### src/rtl/pipe_adder.sv
// ---------------------------------------------------------------------------
// pipe_adder
//   Chunked carry-pipelined adder/subtractor with valid/ready handshaking.
//   The WIDTH-bit add is split into STAGES = WIDTH/CHUNK slices. Stage k adds
//   operand bits [k*CHUNK +: CHUNK] using the carry registered by stage k-1.
//   Operand bits not yet consumed travel forward with the carry (skew), and
//   resolved sum bits accumulate stage by stage (deskew). The last stage
//   therefore holds one coherent WIDTH-bit result.
//
//   The whole pipeline advances together. It freezes only when the output
//   holds a result that downstream is not taking.
//
// Parameters
//   WIDTH  operand/sum width in bits (default 16)
//   CHUNK  bits added per pipeline stage (default 4); WIDTH % CHUNK must be 0
//
// Ports
//   clk        rising-edge clock
//   rst_n      asynchronous active-low reset
//   in_valid   operands valid this cycle
//   in_ready   block accepts operands this cycle (combinational)
//   a, b       operands
//   cin        carry-in, used only when sub = 0
//   sub        0: a + b + cin   1: a - b (a + ~b + 1)
//   out_valid  sum/cout hold a result
//   out_ready  downstream accepts the result this cycle
//   sum        result modulo 2^WIDTH
//   cout       carry out of bit WIDTH-1 (for subtraction, 1 = no borrow)
//   ovf        two's-complement overflow of the result, aligned with sum
//              (present only when PIPE_ADDER_OVF_EN is defined)
//
// Build options
//   PIPE_ADDER_OVF_EN  adds the ovf output and its logic
// ---------------------------------------------------------------------------
module pipe_adder #(
  parameter int WIDTH = 16,
  parameter int CHUNK = 4
) (
  input  logic             clk,
  input  logic             rst_n,
  input  logic             in_valid,
  output logic             in_ready,
  input  logic [WIDTH-1:0] a,
  input  logic [WIDTH-1:0] b,
  input  logic             cin,
  input  logic             sub,
  output logic             out_valid,
  input  logic             out_ready,
  output logic [WIDTH-1:0] sum,
  output logic             cout
`ifdef PIPE_ADDER_OVF_EN
  ,
  output logic             ovf
`endif
);

  localparam int STAGES = (CHUNK >= 1) ? (WIDTH / CHUNK) : 1;
  localparam bit BAD_CFG = (CHUNK < 1) ? 1'b1 : ((WIDTH % ((CHUNK >= 1) ? CHUNK : 1)) != 0);

  if (BAD_CFG) begin : g_param_err
    $error("pipe_adder: WIDTH (%0d) must be a positive multiple of CHUNK (%0d)", WIDTH, CHUNK);
  end

`ifdef PIPE_ADDER_OVF_EN
  // Signed overflow: both addends share a sign and the result sign differs.
  // For subtraction the second addend is already ~b, so the same rule holds.
  function automatic logic signed_ovf(input logic sign_a, input logic sign_b,
                                      input logic sign_s);
    return (sign_a == sign_b) && (sign_s != sign_a);
  endfunction
`endif

  logic             adv;
  logic [WIDTH-1:0] b_eff;
  logic             c_eff;

  // A result parked at the output with no taker freezes every stage.
  assign adv      = !(out_valid && !out_ready);
  assign in_ready = adv;

  // Subtraction is a + ~b + 1: fold the inversion and forced carry-in in
  // before stage 0 so every stage is a plain adder.
  assign b_eff = sub ? ~b : b;
  assign c_eff = sub ? 1'b1 : cin;

  for (genvar k = 0; k < STAGES; k++) begin : g_stage
    localparam int IW = WIDTH - k * CHUNK;   // operand bits still pending on entry
    localparam int SW = (k + 1) * CHUNK;     // sum bits resolved on exit

    logic [IW-1:0]  opa_in;
    logic [IW-1:0]  opb_in;
    logic           c_in;
    logic           v_in;
    logic [CHUNK:0] add;
    logic [SW-1:0]  sum_d;

    logic           vld_q;
    logic           cy_q;
    logic [SW-1:0]  sum_q;

    if (k == 0) begin : g_head
      assign opa_in = a;
      assign opb_in = b_eff;
      assign c_in   = c_eff;
      assign v_in   = in_valid;
      assign sum_d  = add[CHUNK-1:0];
    end else begin : g_body
      assign opa_in = g_stage[k-1].g_skew.opa_q;
      assign opb_in = g_stage[k-1].g_skew.opb_q;
      assign c_in   = g_stage[k-1].cy_q;
      assign v_in   = g_stage[k-1].vld_q;
      assign sum_d  = {add[CHUNK-1:0], g_stage[k-1].sum_q};
    end

    assign add = {1'b0, opa_in[CHUNK-1:0]} + {1'b0, opb_in[CHUNK-1:0]}
               + {{CHUNK{1'b0}}, c_in};

    // ---- stage k boundary: valid, carry and resolved sum bits ----
    // A bubble advances its valid bit but leaves the data registers alone.
    always_ff @(posedge clk or negedge rst_n) begin
      if (!rst_n) begin
        vld_q <= 1'b0;
        cy_q  <= 1'b0;
        sum_q <= '0;
      end else if (adv) begin
        vld_q <= v_in;
        if (v_in) begin
          cy_q  <= add[CHUNK];
          sum_q <= sum_d;
        end
      end
    end

    // Operand chunks not consumed yet ride along to later stages.
    if (k < STAGES - 1) begin : g_skew
      logic [IW-CHUNK-1:0] opa_q;
      logic [IW-CHUNK-1:0] opb_q;

      always_ff @(posedge clk) begin
        if (adv && v_in) begin
          opa_q <= opa_in[IW-1:CHUNK];
          opb_q <= opb_in[IW-1:CHUNK];
        end
      end
    end

`ifdef PIPE_ADDER_OVF_EN
    // Only the last stage sees the operand sign bits and the result sign.
    if (k == STAGES - 1) begin : g_ovf
      logic ovf_q;

      always_ff @(posedge clk or negedge rst_n) begin
        if (!rst_n) begin
          ovf_q <= 1'b0;
        end else if (adv && v_in) begin
          ovf_q <= signed_ovf(opa_in[IW-1], opb_in[IW-1], add[CHUNK-1]);
        end
      end
    end
`endif
  end

  assign out_valid = g_stage[STAGES-1].vld_q;
  assign sum       = g_stage[STAGES-1].sum_q;
  assign cout      = g_stage[STAGES-1].cy_q;
`ifdef PIPE_ADDER_OVF_EN
  assign ovf       = g_stage[STAGES-1].g_ovf.ovf_q;
`endif

endmodule
### config.mk
export PLATFORM = sky130hd
export DESIGN_NAME = pipe_adder
export DESIGN_NICKNAME = d
export VERILOG_FILES = /design/src/rtl/pipe_adder.sv
export SDC_FILE = /design/constraint.sdc
export NUM_CORES = 1
export LEC_CHECK = 0
export CAP_MARGIN = 25
export CORE_MARGIN = 2
export CORE_UTILIZATION = 56
export DETAILED_ROUTE_END_ITERATION = 12
export PLACE_DENSITY = 0.82
export SYNTH_ARGS = -nofsm -noshare
export SYNTH_HDL_FRONTEND = slang
export SYNTH_SLANG_ARGS = --single-unit
### constraint.sdc
create_clock -name clk -period 4.68 [get_ports clk]
set_input_delay 0.936 -clock clk [delete_from_list [all_inputs] [get_ports clk]]
set_output_delay 0.936 -clock clk [all_outputs]
set_load 0.05 [all_outputs]
==> out/qor.csv <==
stage;metric;value;unit
status;outcome;finished, final reports clean;
timing;final worst path period need;3611;ps
timing;max-slew violations;0;
place;Place WS;1069;ps
global_routing;total gr overflow;0;
floorplanning;core area;0.006794;mm^2
critical_path;CP Launch Type;input port;
timing;Final WS setup;1069;ps
global_routing;largest net degree at the start of global routing;49;
cts;clk slew on worst S/H paths;90;ps
timing;clock skew;8.614;ps
synth;Synth warnings;0;
timing;fmax;0.2769;GHz
critical_path;CP delay by family, top;buffers and inverters;
global_routing;first-pass GRT wire length;10050;um
synth;Syn Inst Count;249;
synth;syn avg cell area;15.87;um^2
floorplanning;FP Rows;30;
synth;Synth Flop Type;edfxtp_1;
cts;clk sink count;96;
critical_path;Max FO, Critical Path;16;
timing;max_slew headroom;41.87;%
power_and_ir_drop;worst IR drop on VDD;0.0002473;V
cts;CTS tree;yes;
critical_path;Worst EP arrival;2670;ps
floorplanning;IO Count;57;
global_routing;initial antenna violation count;0;
timing;RSZ-0062 raised after global routing;false;
synth;sequential cell area fraction in the yosys report;66.86;%
cts;TritonCTS Buffers;9;
synth;post-synth net total;307;
synth;synth top area cells;edfxtp_1 (36%), dfrtp_1 (30%), mux2_2 (8.3%);
drt;Detail Route Antenna Nets;0;
drt;drc violations;0;
timing;final worst-path cycle share;77.16;%
critical_path;crit-path cells;clkdlybuf4s50_1 > nor2b_4 > inv_2 > clkdlybuf4s50_1;
synth;Post-synth EDFFs;48;
cts;Root Buffer;clkbuf_8;
critical_path;reg2reg end;g_stage[0].g_skew.opa_q[7];
drt;Detailed Routing Iterations Pass 1;4;
critical_path;CP Depth;4;
synth;post-synthesis cell area;0.003953;mm^2
critical_path;CP bufs+invs;3;
flow_run;max_cap viols;0;
power_and_ir_drop;PD cells;628.6;mW/mm^2
floorplanning;DIE AREA;0.007746;mm^2
synth;Synth top cells by count;dfrtp_1 (48), edfxtp_1 (48), mux2_2 (29);
critical_path;Critical Path Max Stage Delay;750;ps
place;DP Wirelength;4181;um
cts;CTS Hold Bufs;0;
cts;Post-CTS Resized;0;
final_layout;antenna diode instance count;0;
timing;Slew @ Worst Pin;871.0;ps
synth;Yosys cell types;32;
final_layout;Fillers;448;
timing;Hold Fails Final Rpt;0;
cts;Post-CTS Setup Inserts;0;
cts;H-tree depth;3;
drt;DRT Wirelength;5787;um
critical_path;reg2reg setup slack;2600;ps
global_routing;vias in the first global route;2116;
synth;Synth top area share;36.47;%
critical_path;Slowest cell on crit path;clkdlybuf4s50_1;
final_layout;nets@finish;371;
critical_path;worst r2r path cells;4;
place;GP Congestion;0.7891;
synth;async set-reset flop share out of synthesis;50.00;%
synth;Seq cells post-synth;96;
power_and_ir_drop;Design Power;0.003048;W
drt;Vias;2103;
synth;largest area contributor in the netlist;edfxtp_1;
critical_path;worst path required time;3740;ps
drt;via-per-instance ratio;5.080;
floorplanning;Chip Width;88.01;um
floorplanning;Initial Utilization;58.18;%
critical_path;crit path from;out_ready;
global_routing;Tot GR Track Use;17.36;%
critical_path;Worst setup endpoint;in_ready;
hold_path;worst min path class;input port to asynchronous set/reset pin;
floorplanning;die extent in y;88.01;um
critical_path;critical path's most frequent cell;clkdlybuf4s50_1;
cts;Clock Path Buffers;2;
final_layout;share of cells above drive strength 1;17.92;%
drt;DR WL/cell;13.98;um
critical_path;Crit. End Element;primary output;
power_and_ir_drop;Pleak;1.952;nW
cts;clk_lat worst skew;370;ps
timing;final setup fails;0;
place;Buffers on Ports;56;
drt;DRT iter0 DRCs;124;
critical_path;RR Startpoint;out_valid;
timing;final setup TNS;0;ps
final_layout;Layout area overhead;22.67;%
critical_path;worst setup path category;input port to primary output;
==> logic make-up after synthesis <==
group / after synthesis / share of synthesized area, %
simple gates: 19 / 3.609
fa+ha+maj: 20 / 7.850
mux: 29 / 8.262
xor+xnor: 20 / 4.432
compound gates: 44 / 6.648
flops: 96 / 66.86
buf+inv: 21 / 2.343
==> cells in the final DEF (no fill, tap or decap), types with 4 or more instances in the layout <==
master,netlist,layout
a21boi_0,4,4
a21oi_1,6,6
clkbuf_8,0,9
clkdlybuf4s50_1,0,55
dfrtp_1,48,48
edfxtp_1,48,48
fa_1,8,8
ha_1,12,12
inv_1,13,13
mux2_2,29,29
o21ai_0,24,24
xor2_1,18,18
==> where the power goes <==
part	internal (W)	switching, W
Clock	0.000305	0.000288
Sequential	0.00120	0.000140
Combinational	0.000475	0.000636
Total	0.00198	0.00106
==> cell type report <==
class	instances	area, um^2	area share (%)
inverter	16	60.06	1.239
tap	96	120.1	2.477
multi-input combinational	132	1217	25.11
clock buffer	9	123.9	2.555
clock inverter	7	101.3	2.090
timing repair buffer	58	583.1	12.03
sequential	96	2643	54.50
==> registers in the layout, indices dropped and copies added (netlist names) <==
signal,count
g_stage.g_skew.opa_q,24
g_stage.g_skew.opb_q,24
g_stage.sum_q,24
sum,16
g_stage.cy_q,3
g_stage.vld_q,3
cout,1
out_valid,1
==> routing by layer <==
layer	routed length (um)	vias to the layer above	share of wire, %	GRT usage, %
li1	-	1028	-	-
met1	2655	1014	46	23.77
met2	2729	49	47	26.45
met3	243	12	4.2	3.487
met4	158	0	2.7	9.504
met5	0	-	0	0
==> worst min-delay path by stage <==
stage	end	slack (ps)	start	cells after the start
floorplan	g_stage[1].g_skew.opa_q[0]	400	g_stage[0].g_skew.opa_q[4]	0
global placement	g_stage[1].g_skew.opa_q[6]	400	g_stage[0].g_skew.opa_q[10]	0
detailed placement	g_stage[1].g_skew.opb_q[6]	400	g_stage[0].g_skew.opb_q[10]	0
CTS	g_stage[2].g_skew.opa_q[1]	430	g_stage[1].g_skew.opa_q[5]	0
global route	g_stage[1].sum_q[0]	370	rst_n	1
finish	g_stage[1].sum_q[0]	370	rst_n	1
==> per-stage QoR <==
step | util [%] | cells | hold slack (ps) | cell area (um^2)
6_report | 71.36 | 414 | 372.8 | 4848
3_5_place_dp | 67.75 | 397 | 404.5 | 4603
4_1_cts | 71.07 | 413 | 426.3 | 4828
3_3_place_gp | 67.75 | 397 | 403.7 | 4603
2_1_floorplan | - | 249 | 400.3 | 3953
5_1_grt | 71.36 | 414 | 370.7 | 4848
==> worst reg2reg max path: cells and delay by family (launching register included) <==
kind | cells | cell delay (ps)
flops | 1 | 380
buf+inv | 2 | 920
simple gates | 2 | 390
No activity file was read; power rests on OpenSTA's default activity.
